### config.mk
export PLATFORM = sky130hd
export DESIGN_NAME = rs_cmd_sequencer_flat
export DESIGN_NICKNAME = d
export VERILOG_FILES = /design/src/rtl/rs_cmd_sequencer_if.sv /design/src/rtl/rs_cmd_sequencer.sv /design/src/flat_wrapper.sv
export SDC_FILE = /design/constraint.sdc
export NUM_CORES = 1
export LEC_CHECK = 0
export ABC_AREA = 1
export CORE_ASPECT_RATIO = 0.9
export CORE_MARGIN = 8
export CORE_UTILIZATION = 47
export CTS_CLUSTER_SIZE = 20
export DETAILED_ROUTE_END_ITERATION = 12
export PLACE_DENSITY = 0.69
export SLEW_MARGIN = 15
export SYNTH_ARGS = -nofsm -noshare
export SYNTH_HDL_FRONTEND = slang
export SYNTH_SLANG_ARGS = --single-unit
### constraint.sdc
create_clock -name clk -period 1.2 [get_ports clk]
set_input_delay 0.24 -clock clk [delete_from_list [all_inputs] [get_ports clk]]
set_output_delay 0.24 -clock clk [all_outputs]
set_load 0.01 [all_outputs]
### src/rtl/rs_cmd_sequencer_if.sv
// Request/ack handshake for two requesters plus the S/R drive and shadow status of the
// shared RS flop.
interface rs_cmd_sequencer_if;
    logic req_a;
    logic cmd_a;
    logic ack_a;
    logic req_b;
    logic cmd_b;
    logic ack_b;
    logic s_out;
    logic r_out;
    logic q_shadow;
    logic shadow_valid;
    logic busy;

    modport master (
        output req_a, cmd_a, req_b, cmd_b,
        input  ack_a, ack_b, s_out, r_out, q_shadow, shadow_valid, busy
    );

    modport slave (
        input  req_a, cmd_a, req_b, cmd_b,
        output ack_a, ack_b, s_out, r_out, q_shadow, shadow_valid, busy
    );
endinterface

### src/rtl/rs_cmd_sequencer.sv
// Round-robin set/reset sequencer for one shared RS flop: timed, mutually exclusive S/R
// pulses with a guard gap, and a shadow that turns no-op commands into immediate acks.
module rs_cmd_sequencer #(
    parameter int unsigned PULSE_W = 2,
    parameter int unsigned GUARD_W = 1,
    parameter int unsigned CNT_W   = 4
) (
    input logic               clk,
    input logic               rst,
    rs_cmd_sequencer_if.slave bus
);

    localparam logic [CNT_W-1:0] PulseLoad = CNT_W'(PULSE_W - 1);
    localparam logic [CNT_W-1:0] GuardLoad = (GUARD_W == 0) ? '0 : CNT_W'(GUARD_W - 1);
    localparam bit               HasGuard  = (GUARD_W != 0);

    typedef enum logic [1:0] {StIdle, StPulse, StGuard, StDone} state_e;

    state_e           state_q;
    logic [CNT_W-1:0] cnt_q;
    logic             grant_b_q;
    logic             cmd_q;
    logic             last_b_q;
    logic             s_q;
    logic             r_q;
    logic             ack_a_q;
    logic             ack_b_q;
    logic             shadow_q;
    logic             valid_q;
    logic             busy_q;

    logic any_req;
    logic pick_b;
    logic pick_cmd;
    logic redundant;

    // B wins only when A is absent or A was served last.
    always_comb begin
        any_req   = bus.req_a | bus.req_b;
        pick_b    = bus.req_b & (~bus.req_a | ~last_b_q);
        pick_cmd  = pick_b ? bus.cmd_b : bus.cmd_a;
        redundant = valid_q & (pick_cmd == shadow_q);
    end

    always_ff @(posedge clk) begin
        if (rst) begin
            state_q   <= StIdle;
            cnt_q     <= '0;
            grant_b_q <= 1'b0;
            cmd_q     <= 1'b0;
            last_b_q  <= 1'b1;
            s_q       <= 1'b0;
            r_q       <= 1'b0;
            ack_a_q   <= 1'b0;
            ack_b_q   <= 1'b0;
            shadow_q  <= 1'b0;
            valid_q   <= 1'b0;
            busy_q    <= 1'b0;
        end else begin
            ack_a_q <= 1'b0;
            ack_b_q <= 1'b0;
            unique case (state_q)
                StIdle: begin
                    if (any_req) begin
                        grant_b_q <= pick_b;
                        cmd_q     <= pick_cmd;
                        last_b_q  <= pick_b;
                        busy_q    <= 1'b1;
                        if (redundant) begin
                            state_q <= StDone;
                            ack_a_q <= ~pick_b;
                            ack_b_q <= pick_b;
                        end else begin
                            state_q <= StPulse;
                            cnt_q   <= PulseLoad;
                            s_q     <= pick_cmd;
                            r_q     <= ~pick_cmd;
                        end
                    end
                end
                StPulse: begin
                    if (cnt_q == '0) begin
                        s_q      <= 1'b0;
                        r_q      <= 1'b0;
                        shadow_q <= cmd_q;
                        valid_q  <= 1'b1;
                        if (HasGuard) begin
                            state_q <= StGuard;
                            cnt_q   <= GuardLoad;
                        end else begin
                            state_q <= StDone;
                            ack_a_q <= ~grant_b_q;
                            ack_b_q <= grant_b_q;
                        end
                    end else begin
                        cnt_q <= cnt_q - 1'b1;
                    end
                end
                StGuard: begin
                    if (cnt_q == '0) begin
                        state_q <= StDone;
                        ack_a_q <= ~grant_b_q;
                        ack_b_q <= grant_b_q;
                    end else begin
                        cnt_q <= cnt_q - 1'b1;
                    end
                end
                StDone: begin
                    state_q <= StIdle;
                    busy_q  <= 1'b0;
                end
                default: begin
                    state_q <= StIdle;
                    busy_q  <= 1'b0;
                end
            endcase
        end
    end

    assign bus.s_out        = s_q;
    assign bus.r_out        = r_q;
    assign bus.ack_a        = ack_a_q;
    assign bus.ack_b        = ack_b_q;
    assign bus.q_shadow     = shadow_q;
    assign bus.shadow_valid = valid_q;
    assign bus.busy         = busy_q;

`ifndef SYNTHESIS
    always_ff @(posedge clk) begin
        if (!rst) begin
            assert (!(s_q && r_q));
            assert (!(ack_a_q && ack_b_q));
        end
    end
`endif

endmodule

### src/flat_wrapper.sv
// flat-port wrapper written by rule: the top's interface ports become plain ports
module rs_cmd_sequencer_flat 
#(
    parameter int unsigned PULSE_W = 2,
    parameter int unsigned GUARD_W = 1,
    parameter int unsigned CNT_W   = 4
)
  (clk, rst, bus_req_a, bus_cmd_a, bus_req_b, bus_cmd_b, bus_ack_a, bus_ack_b, bus_s_out, bus_r_out, bus_q_shadow, bus_shadow_valid, bus_busy);
  rs_cmd_sequencer_if bus_i ();
  input logic clk;
  input logic rst;
  input wire logic [$bits(bus_i.req_a)-1:0] bus_req_a;
  input wire logic [$bits(bus_i.cmd_a)-1:0] bus_cmd_a;
  input wire logic [$bits(bus_i.req_b)-1:0] bus_req_b;
  input wire logic [$bits(bus_i.cmd_b)-1:0] bus_cmd_b;
  output wire logic [$bits(bus_i.ack_a)-1:0] bus_ack_a;
  output wire logic [$bits(bus_i.ack_b)-1:0] bus_ack_b;
  output wire logic [$bits(bus_i.s_out)-1:0] bus_s_out;
  output wire logic [$bits(bus_i.r_out)-1:0] bus_r_out;
  output wire logic [$bits(bus_i.q_shadow)-1:0] bus_q_shadow;
  output wire logic [$bits(bus_i.shadow_valid)-1:0] bus_shadow_valid;
  output wire logic [$bits(bus_i.busy)-1:0] bus_busy;
  assign bus_i.req_a = bus_req_a;
  assign bus_i.cmd_a = bus_cmd_a;
  assign bus_i.req_b = bus_req_b;
  assign bus_i.cmd_b = bus_cmd_b;
  assign bus_ack_a = bus_i.ack_a;
  assign bus_ack_b = bus_i.ack_b;
  assign bus_s_out = bus_i.s_out;
  assign bus_r_out = bus_i.r_out;
  assign bus_q_shadow = bus_i.q_shadow;
  assign bus_shadow_valid = bus_i.shadow_valid;
  assign bus_busy = bus_i.busy;
  rs_cmd_sequencer #(.PULSE_W(PULSE_W), .GUARD_W(GUARD_W), .CNT_W(CNT_W)) u_core (.clk(clk), .rst(rst), .bus(bus_i));
endmodule
Word-level counts from Yosys, hierarchy flattened:

Cells that the tools add are included.
W data, S select, Z words.

* register bits after elaboration: 16
* latch bits: 0
* RAM bits: 0
* bits in read-only memories: 0
* memories: 0

* $add $sub $neg: 1
* multipliers: 0
* divide/modulo/power cells: 0
* $lt $le $gt $ge: 0
* equal/unequal tests: 9
* shifts and indexed selects: 0
* multiplexer cells: 28
* bitwise logic cells: 9
* reduce and logical (&&, ||, !) cells: 11

Operators with widths (count)
* $mux W4: 4
* $mux W1: 13
* $pmux W4 S3: 1
* $pmux W1 S2: 5
* $mux W2: 4
* $pmux W2 S4: 1
* $reduce_and A4 Y1: 2
* $ne A2 B1 Y1 const B: 3
* $reduce_and A2 Y1: 3
* $not A1 Y1: 5
* $eq A2 B2 Y1 const B: 2
* $logic_not A4 Y1: 1
* $ne A2 B2 Y1 const B: 2
* $reduce_bool A2 Y1: 2
* $sub A4 B1 Y4 const B: 1
* $reduce_and A3 Y1: 1
* $reduce_bool A3 Y1: 1
* $and A1 B1 Y1: 2
* $eq A2 B1 Y1 const B: 1
* $logic_not A2 Y1: 1
* $or A1 B1 Y1: 2
* $eq A1 B1 Y1: 1

Logic depth before layout (Yosys ltp):

* word-level depth: 9
* mapped depth: 11
* mapped depth without buffers: 11

Least setup slack after synthesis:

No wires, ideal clock.

* path kind: flip-flop to flip-flop
* from: register u_core.state_q[0]
* to: register u_core.ack_a_q (netlist: u_core.bus.ack_a)
* setup time: 64 ps
* data arrival time: 1263 ps
* data required time: 1136 ps
* slack: -127 ps
* cell stages (with the launch flop): 9
* path buffers: 0
* cell sequence: dfxtp_1 -> inv_1 -> ha_1 -> inv_1 -> nor2_1 -> inv_1 -> nor3_1 -> nor2_1 -> nor2_1

* longest elaborated chain between the ends: 2

Ends and longest elaborated chain
* start: declaration: line rs_cmd_sequencer.sv:19 `state_e state_q;`
* start signal: assignment: line rs_cmd_sequencer.sv:47 `state_q <= StIdle;`
* start signal: assignment: line rs_cmd_sequencer.sv:70 `state_q <= StDone;`
* start signal: assignment: line rs_cmd_sequencer.sv:74 `state_q <= StPulse;`
* $eq A2 B2 Y1 / $logic_not A2 Y1 (equally long branches): line rs_cmd_sequencer.sv:62 `unique case (state_q)`
* $pmux W1 S2 *: line rs_cmd_sequencer.sv:62
* end signal: assignment: line rs_cmd_sequencer.sv:71 `ack_a_q <= ~pick_b;`
* end signal: assignment: line rs_cmd_sequencer.sv:92 `ack_a_q <= ~grant_b_q;`
* end signal: assignment: line rs_cmd_sequencer.sv:102 `ack_a_q <= ~grant_b_q;`
* end: declaration: line rs_cmd_sequencer.sv:26 `logic ack_a_q;`

Mark *: on every way between the ends. The rest lies on a longest branch, timed or not.
A chain may end at the register's enable or synchronous reset.

Worst setup path after layout:

* from: register u_core.cnt_q[0]
* to: register u_core.cnt_q[1]

* longest elaborated chain between the ends: 3

Ends and longest elaborated chain
* start: declaration: line rs_cmd_sequencer.sv:20 `logic [CNT_W-1:0] cnt_q;`
* start signal: assignment: line rs_cmd_sequencer.sv:75 `cnt_q <= PulseLoad;`
* start signal: assignment: line rs_cmd_sequencer.sv:89 `cnt_q <= GuardLoad;`
* start signal: assignment: line rs_cmd_sequencer.sv:96 `cnt_q <= cnt_q - 1'b1;`
* $sub A4 B1 Y4 / $logic_not A4 Y1 (equally long branches)
* $mux W4, or another cell as far along: line rs_cmd_sequencer.sv:100 `if (cnt_q == '0) begin`
* $pmux W4 S3 / $reduce_and A4 Y1 (equally long branches)

Parallel ways exist; a longest one is shown, timed or not. The select of a mux whose other input is x is not followed.

==> flow_summary.toml <==
[clock_tree]
worst_skew_pair.late_latency_ns = 0.30
ctsHoldBuffers = 0
cts_tree = "yes"
ctsLongestPathBuffers = 2
clock_sinks = 16
tritoncts_buffers = 3
cts.root.buffer_cell = "sky130_fd_sc_hd__clkbuf_4"
cts.clk_slew.worst_paths_ns = 0.10
htree_num_levels = 1

[global_routing]
grt_use_total_pct = 15.00
globalRoute.totalOverflow = 0
grt_max_degree = 10
grt_pass1_vias = 1034
wire_length_of_the_first_global_routing_pass_um = 4395
antenna_found_initial = 0

[timing]
fin_tns_setup_ns = -0.9687
setup_repair_after_global_routing_missed_its_margin = "true"
final_max_slew_viol_count = 0
finalHoldViolCount = 0
slew-limit-headroom_pct = 78.05
final-setup-viol-count = 14
timing.final.crit_period_ns = 1.352
timing.clock.skew_ns = 0.003300
slew_at_the_pin_closest_to_its_max_slew_limit_ns = 0.3281
finalCritPeriodShare_pct = 112.7
hold-worst-slack_ns = 0.4950
timing.final.ws_setup_ns = -0.1525
clock.fmax_ghz = 0.7394

[floorplan]
die_area_mm2 = 0.003626
die_span_in_x_um = 62.60
die-height_um = 57.94
floorplan.rows = 15
boundary_pins = 13
floorplan.core_area_mm2 = 0.001877
floorplan.initialDensity_pct = 48.93

[synth]
netlist.area_leader.share_pct = 34.88
yosysUniqueCellTypes = 18
postSynthRegisterBits = 16
synth.largest_area_cell = "sky130_fd_sc_hd__dfxtp_1"
synth_enable_flop_cells = 0
mappedNetlistArea_um2 = 918.4
yosysSeqAreaShare_pct = 34.88
count_of_warnings_emitted_by_yosys = 0
yosys.cell_count.top_type = "sky130_fd_sc_hd__inv_1"
asyncSetResetFlopFracSynth_pct = 0
post_synth_main_area_contributors = "sky130_fd_sc_hd__dfxtp_1 (35%), sky130_fd_sc_hd__inv_1 (12%), sky130_fd_sc_hd__nand2_1 (11%), sky130_fd_sc_hd__ha_1 (8.2%), sky130_fd_sc_hd__nor2_1 (5.7%)"
syn-mean-instance-area_um2 = 6.854
netlist_instances = 134
synth_flop_cell = "sky130_fd_sc_hd__dfxtp_1"
synth_top_cells_by_count = "sky130_fd_sc_hd__inv_1 (29), sky130_fd_sc_hd__nand2_1 (26), sky130_fd_sc_hd__dfxtp_1 (16)"
mappedNetlistNets = 146

[power]
total_switching_power_mw = 1.891
powerDensity_mw_per_mm2 = 2558
p_sw_share_pct = 45.93
static-leakage-power_nw = 0.8158
p_comb_share_pct = 69.0
p_int_mw = 2.226
vdd.ir_drop.worst_v = 0.002129
clockPowerShare_pct = 9.2
power_frac_seq_pct = 21.8

[cells_and_area]
area.growth.synth_to_final_pct = 75.20
seq_area_um2 = 332.8
multi_input_gate_area_in_the_final_layout_um2 = 721.9
fraction_of_final_layout_cells_with_drive_strength_greater_than_1_pct = 50.56
filler_cell_count = 98
num-nets-final = 193
n_antenna_cell = 0
finish.instance_area_mm2 = 0.001609

[setup_path]
worstSetupStartpoint = "u_core.cnt_q[0]"
required_time_of_the_worst_setup_path_ns = 1.44
crit_path_end_kind = "flip-flop"
criticalPathCategory = "reg2reg"
cp.arrival_ns = 1.59
capture_instance_of_the_worst_register_to_register_path = "u_core.cnt_q[1]"
r2r.worst_path.cells = 11
reg2reg_slack_ns = -0.15
r2r-start = "u_core.cnt_q[0]"
endpoint = "u_core.cnt_q[1]"
cp-start-kind = "flip-flop"
worstPathMaxFanout = 5

[placed_design]
dp.final_hpwl_um = 1757
io_buffer_count = 12
gp_routability_congestion = 0.8431
placement_cell_area_mm2 = 0.001282

[detailed_routing]
drt_pre_antenna_iters = 4
drc = 0
detailedRoute.firstIterationViolations = 69
num_vias = 1102
routedWlPerCell_um = 15.80
post_drt_via_cell_ratio = 5.376
postRouteAntennaNets = 0
drt_wl_total_um = 3239

[run_status]
run_status = "complete, but fails checks"
violated_checks = "setup timing"

[min_path]
min-delay-path-class = "reg2reg"

[job]
cap_viol_max_count = 0
[power by group through the flow]
stage          registers, mW  logic, mW  clock network (mW)
2_1_floorplan          0.872       1.16                   0
3_3_place_gp           0.831       1.92                   0
3_5_place_dp           0.840       1.96                   0
4_1_cts                0.869       2.23               0.375
5_1_grt                0.915       3.06               0.403
6_report               0.898       2.84               0.380
[state kept, by name, indices dropped and copies added (netlist names)]
name and flops:
u_core.bus.shadow_valid 1, u_core.bus.q_shadow 1, u_core.cnt_q 4, u_core.bus.ack_a 1
u_core.bus.r_out 1, u_core.last_b_q 1, u_core.state_q 2, u_core.cmd_q 1
u_core.bus.s_out 1, u_core.bus.ack_b 1, u_core.bus.busy 1, u_core.grant_b_q 1
[layout make-up]
| type | count | area share [%] |
|---|---|---|
| clock buffers | 4 | 2.255 |
| flip-flops and latches | 16 | 20.68 |
| multi-input cells | 89 | 44.87 |
| inverters | 29 | 7.387 |
| repair buffers | 42 | 22.86 |
| well taps | 25 | 1.944 |
[worst min path at each step]
stage	depth (start not counted)	endpoint	slack [ns]	start
2_1_floorplan	1	u_core.bus.shadow_valid	0.31	rst
3_3_place_gp	2	u_core.last_b_q	0.45	u_core.last_b_q
3_5_place_dp	2	u_core.last_b_q	0.45	u_core.last_b_q
4_1_cts	2	u_core.last_b_q	0.49	u_core.last_b_q
5_1_grt	2	u_core.last_b_q	0.51	u_core.last_b_q
6_report	2	u_core.last_b_q	0.49	u_core.last_b_q
[stage by stage]
stage                     power (mW)  cells  worst slack [ns]  util (%)
after global routing           4.379    205           -0.1918     85.73
after detailed placement       2.800    193           -0.4884     68.33
after global placement         2.748    193           -0.4268     68.33
after floorplan                2.030    134          -0.01929         -
final                          4.116    205           -0.1525     85.73
after CTS                      3.476    200          -0.06144     76.73
[layout by cell type (no fill, tap or decap), drive strengths merged]
cell type / synthesis / routed
nand2: 31 / 31
buf: 0 / 30
inv: 29 / 29
dfxtp: 16 / 16
nor2: 14 / 14
nand4: 9 / 10
nand3: 10 / 10
a21oi: 7 / 7
dlygate4sd2: 0 / 6
ha: 6 / 6
o21ai: 6 / 6
clkbuf: 1 / 5
clkdlybuf4s50: 0 / 3
a31oi: 2 / 2
clkdlybuf4s15: 0 / 2
and2: 1 / 1
nor3: 1 / 1
xor2: 1 / 1
[kinds of logic after synthesis]
kind of cell             synth area share, %
AND/OR/NAND/NOR                        35.29
buffers and inverters                  12.26
flip-flops                             34.88
AO/OA/AOI/OAI                          8.445
adder cells (fa/ha/maj)                8.174
XOR/XNOR                              0.9539
[worst max-delay path: stages, from the launching register on]
cell and delay (ns):
sky130_fd_sc_hd__dfxtp_2 0.34, sky130_fd_sc_hd__inv_2 0.05, sky130_fd_sc_hd__ha_4 0.16, sky130_fd_sc_hd__nand3_4 0.08, sky130_fd_sc_hd__inv_2 0.06, sky130_fd_sc_hd__nand2_2 0.07, sky130_fd_sc_hd__nand2_1 0.06, sky130_fd_sc_hd__inv_2 0.11
sky130_fd_sc_hd__nand3_4 0.10, sky130_fd_sc_hd__nand2_1 0.09, sky130_fd_sc_hd__inv_1 0.05, sky130_fd_sc_hd__nor2_1 0.12
[repair_timing]
action / 4_1_cts / 5_1_grt
pin swaps: 6 / 18
gates resized for setup: 41 / 37
setup buffers: 2 / 5
setup endpoints to repair: 23 / 18
cloned: 1 / 0
[routing by layer]
metal | wire length [um] | part of all wire (%) | global-route usage, % | up-vias
met5 | 0 | 0 | 0 | -
met4 | 95 | 2.9 | 5.519 | 0
met3 | 268 | 8.3 | 5.577 | 16
met2 | 1595 | 49 | 26.55 | 55
met1 | 1280 | 40 | 16.09 | 506
li1 | - | - | - | 525
No activity file was read; power rests on OpenSTA's default activity.
